**config.mk**
```make
export PLATFORM = sky130hd
export DESIGN_NAME = axis_value_sender
export DESIGN_NICKNAME = d
export VERILOG_FILES = /design/src/rtl/axis_value_sender.sv
export SDC_FILE = /design/constraint.sdc
export NUM_CORES = 1
export LEC_CHECK = 0
export BUFFER_PORTS_ARGS = -buffer_cell sky130_fd_sc_hd__buf_4
export CAP_MARGIN = 10
export CORE_MARGIN = 4
export CORE_UTILIZATION = 55
export CTS_CLUSTER_DIAMETER = 150
export CTS_CLUSTER_SIZE = 30
export DETAILED_ROUTE_END_ITERATION = 7
export MAX_ROUTING_LAYER = met4
export PLACE_DENSITY = 0.92
export SYNTH_ARGS = -nofsm -noshare
export SYNTH_HDL_FRONTEND = slang
export SYNTH_SLANG_ARGS = --single-unit
export TNS_END_PERCENT = 10
```
**constraint.sdc**
```tcl
create_clock -name aclk -period 5.2 [get_ports aclk]
set_input_delay 0.52 -clock aclk [delete_from_list [all_inputs] [get_ports aclk]]
set_output_delay 0.52 -clock aclk [all_outputs]
set_load 0.01 [all_outputs]
```
**src/rtl/axis_value_sender.sv**
```systemverilog
// ---------------------------------------------------------------------------
// axis_value_sender
//
// Samples a parallel value bus and emits it as an AXI4-Stream master beat
// whenever the value changes (if enabled) and/or a programmable period
// expires. Back-pressure is honoured: while a beat is stalled the beat is
// held stable, and further triggers are merged into a single pending send
// that carries whatever value is on the bus at the moment it is handed over.
//
// Ports
//   aclk            clock, all logic on the rising edge
//   aresetn         synchronous active-low reset
//   cfg_period      periodic send interval in cycles, 0 = on-change only
//   cfg_on_change   1 = also send whenever data differs from last cycle
//   data            value to transmit
//   m_axis_tdata    stream data
//   m_axis_tvalid   stream valid
//   m_axis_tready   stream ready
//   sts_sent        number of completed handshakes, wraps
//   sts_coalesced   number of triggers merged into an already pending send
// ---------------------------------------------------------------------------
module axis_value_sender #(
   parameter int AXIS_TDATA_WIDTH = 32,
   parameter int CNTR_WIDTH       = 32
) (
   input  logic                        aclk,
   input  logic                        aresetn,
   input  logic [CNTR_WIDTH-1:0]       cfg_period,
   input  logic                        cfg_on_change,
   input  logic [AXIS_TDATA_WIDTH-1:0] data,
   output logic [AXIS_TDATA_WIDTH-1:0] m_axis_tdata,
   output logic                        m_axis_tvalid,
   input  logic                        m_axis_tready,
   output logic [31:0]                 sts_sent,
   output logic [31:0]                 sts_coalesced
);

   localparam logic [CNTR_WIDTH-1:0] CNT_ONE  = CNTR_WIDTH'(1);
   localparam logic [31:0]           STS_ONE  = 32'd1;

   // IDLE: nothing on the bus. SEND: a beat is being offered.
   typedef enum logic {
      IDLE,
      SEND
   } state_t;

   state_t state;
   state_t state_next;

   logic [AXIS_TDATA_WIDTH-1:0] prev;
   logic [CNTR_WIDTH-1:0]       cnt;
   logic                        pending;

   logic chg;
   logic tick;
   logic trig;

   // Control strobes from the output decoder into the datapath registers.
   logic load_data;
   logic inc_sent;
   logic inc_coal;
   logic set_pending;
   logic clr_pending;

   // A change is only seen relative to the value registered one cycle ago.
   // The tick fires on the last count of the period; the ">=" (rather than
   // "==") makes a lowered period take effect on the very next cycle instead
   // of waiting for the counter to wrap.
   assign chg  = cfg_on_change & (data != prev);
   assign tick = (cfg_period != '0) && (cnt >= (cfg_period - CNT_ONE));
   assign trig = chg | tick;

   // tvalid is purely a function of the registered state, so it never
   // depends combinationally on tready.
   assign m_axis_tvalid = (state == SEND);

   // State register.
   always_ff @(posedge aclk) begin
      if (!aresetn) begin
         state <= IDLE;
      end else begin
         state <= state_next;
      end
   end

   // Next-state logic: leave SEND only when the beat is accepted and there
   // is nothing further to send.
   always_comb begin
      state_next = state;
      case (state)
         IDLE: begin
            if (trig) begin
               state_next = SEND;
            end
         end
         SEND: begin
            if (m_axis_tready && !(trig || pending)) begin
               state_next = IDLE;
            end
         end
         default: state_next = IDLE;
      endcase
   end

   // Output decoder. On acceptance with more work to do the next value is
   // loaded straight away so beats run back-to-back. A trigger that meets an
   // already pending send (stalled or at the handshake) counts as coalesced.
   always_comb begin
      load_data   = 1'b0;
      inc_sent    = 1'b0;
      inc_coal    = 1'b0;
      set_pending = 1'b0;
      clr_pending = 1'b0;
      case (state)
         IDLE: begin
            load_data = trig;
         end
         SEND: begin
            if (m_axis_tready) begin
               inc_sent = 1'b1;
               if (trig || pending) begin
                  load_data   = 1'b1;
                  clr_pending = 1'b1;
               end
               inc_coal = trig & pending;
            end else if (trig) begin
               if (pending) begin
                  inc_coal = 1'b1;
               end else begin
                  set_pending = 1'b1;
               end
            end
         end
         default: begin
            load_data = 1'b0;
         end
      endcase
   end

   // Previous-value register used for change detection.
   always_ff @(posedge aclk) begin
      if (!aresetn) begin
         prev <= '0;
      end else begin
         prev <= data;
      end
   end

   // Free-running period counter; it keeps counting through stalls and is
   // parked at zero while periodic sending is disabled.
   always_ff @(posedge aclk) begin
      if (!aresetn) begin
         cnt <= '0;
      end else if (cfg_period == '0 || tick) begin
         cnt <= '0;
      end else begin
         cnt <= cnt + CNT_ONE;
      end
   end

   // Stream data, pending flag and status counters. tdata only moves when a
   // new beat is loaded, which keeps it stable while the consumer stalls.
   always_ff @(posedge aclk) begin
      if (!aresetn) begin
         m_axis_tdata  <= '0;
         pending       <= 1'b0;
         sts_sent      <= '0;
         sts_coalesced <= '0;
      end else begin
         if (load_data) begin
            m_axis_tdata <= data;
         end
         if (set_pending) begin
            pending <= 1'b1;
         end else if (clr_pending) begin
            pending <= 1'b0;
         end
         if (inc_sent) begin
            sts_sent <= sts_sent + STS_ONE;
         end
         if (inc_coal) begin
            sts_coalesced <= sts_coalesced + STS_ONE;
         end
      end
   end

endmodule
```
==> summary.md <==
| Metric | Value |
|---|---|
| GRT overflow | `0` |
| Number of port buffers | `164` |
| Yosys top cell by area | `dfxtp_1` |
| Syn. warnings | `0` |
| Worst Hold Launch | `data[7]` |
| Syn Nets | `983` |
| Hold Path Depth | `2` |
| Main synth FF type | `dfxtp_1` |
| Top Usage Layer GRT | `met2` |
| Crit-path max FO | `16` |
| Largest net degree at the start of global routing | `51` |
| Final hold vios | `0` |
| Post-Syn Area | `7950 um^2` |
| Area Overhead vs Synth | `25.8%` |
| HP Class | `input port to flip-flop` |
| Flops & latches, synth | `162` |
| CTS Root Cell | `clkbuf_16` |
| Post-route insts no fill | `1,231` |
| RR Endpoint | `sts_coalesced[22]$_SDFFE_PN0P_` |
| Final worst path period share | `0.927` |
| Clk_lat worst skew | `420 ps` |
| Avg Inst Size Synth | `9.04 um^2` |
| Post-route DRC | `0` |
| WL/cell | `15.7 um` |
| Resized cells post-CTS | `0` |
| Worst vdd ir | `0.223 mV` |
| Post-DRT Antenna Nets | `0` |
| Core box area | `14,000 um^2` |
| Cells after Synth | `879` |
| End of the worst hold path | `prev[7]$_SDFF_PN0_` |
| Hold Buf Count CTS | `0` |
| Die Y | `128 um` |
| Global-route met1 utilization | `0.297` |
| CTS HTree Levels | `4` |
| Final HPWL DP | `13,800 um` |
| DR vias | `6,994` |
| Post-synthesis cell type count | `50` |
| Asr flop ratio synth | `0` |
| Die area | `16,400 um^2` |
| R2R depth | `9` |
| Worst path required time | `5540 ps` |
| Synth area leaders | `dfxtp_1 41%, xnor2_1 7.8%, xor2_1 6.7%` |
| Status | `complete, no violations` |
| Setup tns final | `0 ps` |
| Post-CTS setup buffer count | `0` |
| Share of the synthesized area in the top cell type | `0.408` |
| Final Slew Violations | `0` |
| CP arrival | `5160 ps` |
| Clock Path Buffers | `2` |
| Vias in the first global route | `6,877` |
| Num ports | `165` |
| Initial DRT Pass Iterations | `5` |
| PD cells | `295 nW/um^2` |
| Initial Util | `0.566` |
| Worst slew pin tran | `869 ps` |
| Max-cap viol count | `0` |
| # clock sinks | `162` |
| Fin crit period | `4820 ps` |
| First-pass GRT wire length | `32,100 um` |
| Setup CP Type | `input port to flip-flop` |
| Routability Congestion | `0.899` |
| Chip width | `128 um` |
| Sequential fraction of the synthesis area | `0.408` |
| Skew final | `9.53 ps` |
| CTS buffer count | `17` |
| Num rows | `43` |
| Layout Nets | `1,142` |
| Met3 Usage GRT | `0.0471` |
| Detailed-route wire length | `19,300 um` |
| Initial antenna violation count | `0` |
| Fmax | `0.207 GHz` |
| GR Layer Usage met2 | `0.398` |
| Clk pin slew, worst setup/hold paths | `60 ps` |
| CTS tree | `done` |
| Share of post-route cells with drive strength above 1 | `0.201` |
| Final number of setup-violating endpoints | `0` |
| EDFF count, synth | `0` |
| Vias per inst | `5.68` |
| RSZ-0062 raised after global routing | `no` |
| Reg2reg setup slack | `1940 ps` |
| Detailed Route Iter0 Violations | `412` |
| Slew Limit Headroom | `0.420` |
| Setup crit end kind | `flip-flop` |
| Inserted Diodes | `0` |
| Leakage | `0.00409 uW` |
| Placed cell count | `1,199` |
| CP startpoint kind | `input port` |
| Reg2reg start | `cnt[13]$_SDFF_PP0_` |
| Total GRT Usage | `0.244` |
## cell type report
class,count,area [um^2]
multi-input combinational,672,4510
fill,1032,4050
sequential,162,3240
timing repair buffer,170,1290
clock buffer,21,470
tap,180,225
clock inverter,11,198
inverter,15,56.3
## power breakdown
| part | internal, uW | leakage, uW | total, uW | switching, uW |
|---|---|---|---|---|
| Sequential | 1280 | 0.00132 | 1300 | 21.8 |
| Combinational | 127 | 0.00245 | 252 | 125 |
| Clock | 895 | 0.000324 | 1400 | 507 |
## flip-flops by register name, indices dropped and copies added, names as in the netlist
name / count
m_axis_tvalid: 1
sts_coalesced: 32
sts_sent: 32
prev: 32
m_axis_tdata: 32
cnt: 32
pending: 1
## routing by layer
layer | vias to the layer above | part of all wire | wire (um)
met5 | - | 0 | 0
met3 | 42 | 0.052 | 1010
met4 | 0 | 0.022 | 421
li1 | 3416 | - | -
met1 | 3323 | 0.43 | 8270
met2 | 213 | 0.50 | 9620
## placed cells by master (no fill, tap or decap), drive strengths merged, types with 34 or more instances in the layout
master	count
buf	170
dfxtp	162
nor2	128
xnor2	71
xor2	61
nand2	49
and2	38
a21oi	37
ha	36
nand4	34
## cell families (layout without fill, tap and decap cells)
group	count (synthesis)	after routing	synth area share
flops	162	162	0.408
mux	32	32	0.0403
simple gates	376	376	0.241
xor+xnor	132	132	0.145
fa+ha+maj	36	36	0.0567
compound gates	96	96	0.0833
buf+inv	45	217	0.0253
## synth_stat cells, types with 9 or more instances
cell type  instances
a21oi_1           37
and2_1            37
and3_1            14
and4_1            12
clkbuf_1          22
dfxtp_1          162
ha_1              36
inv_1             14
mux2i_1           32
nand2_1           49
nand3_1           28
nand4_1           34
nor2_1           128
nor3_1            20
nor4_1            13
o21ai_0           16
o311ai_0          10
o31ai_1            9
or3_1             16
or4_1             10
xnor2_1           71
xor2_1            61
## worst max-delay path, cell delays in order
cell and delay, ps:
buf_4 120, nor4_1 610, inv_1 200, nor2_1 300
nand3_1 190, or3_1 430, xor2_1 150, ha_1 300
nand4_1 190, nor4_1 480, o41ai_1 210, a31oi_2 370
buf_4 290, o311ai_0 240, or3_1 390, a21oi_1 170
## how the worst max path moves through the flow
stage,to,start
4_1_cts,sts_coalesced[22]$_SDFFE_PN0P_,cfg_period[6]
3_5_place_dp,sts_coalesced[30]$_SDFFE_PN0P_,cfg_period[6]
2_1_floorplan,sts_coalesced[29]$_SDFFE_PN0P_,cfg_period[14]
5_1_grt,sts_coalesced[7]$_SDFFE_PN0P_,cfg_period[6]
3_3_place_gp,sts_coalesced[30]$_SDFFE_PN0P_,cfg_period[14]
6_report,sts_coalesced[22]$_SDFFE_PN0P_,cfg_period[11]
## stage by stage
step / util / hold WS (ps) / cell area [um^2] / power [uW] / setup slack [ps]
after floorplan: - / 449 / 7950 / 1460 / 530
after global placement: 0.664 / 473 / 9330 / 1570 / 199
after detailed placement: 0.664 / 483 / 9330 / 1570 / 99.0
after CTS: 0.712 / 314 / 10000 / 2970 / 499
after global routing: 0.712 / 318 / 10000 / 3050 / 89.8
final: 0.712 / 328 / 10000 / 2950 / 378
(Power assumes the default switching activity.)
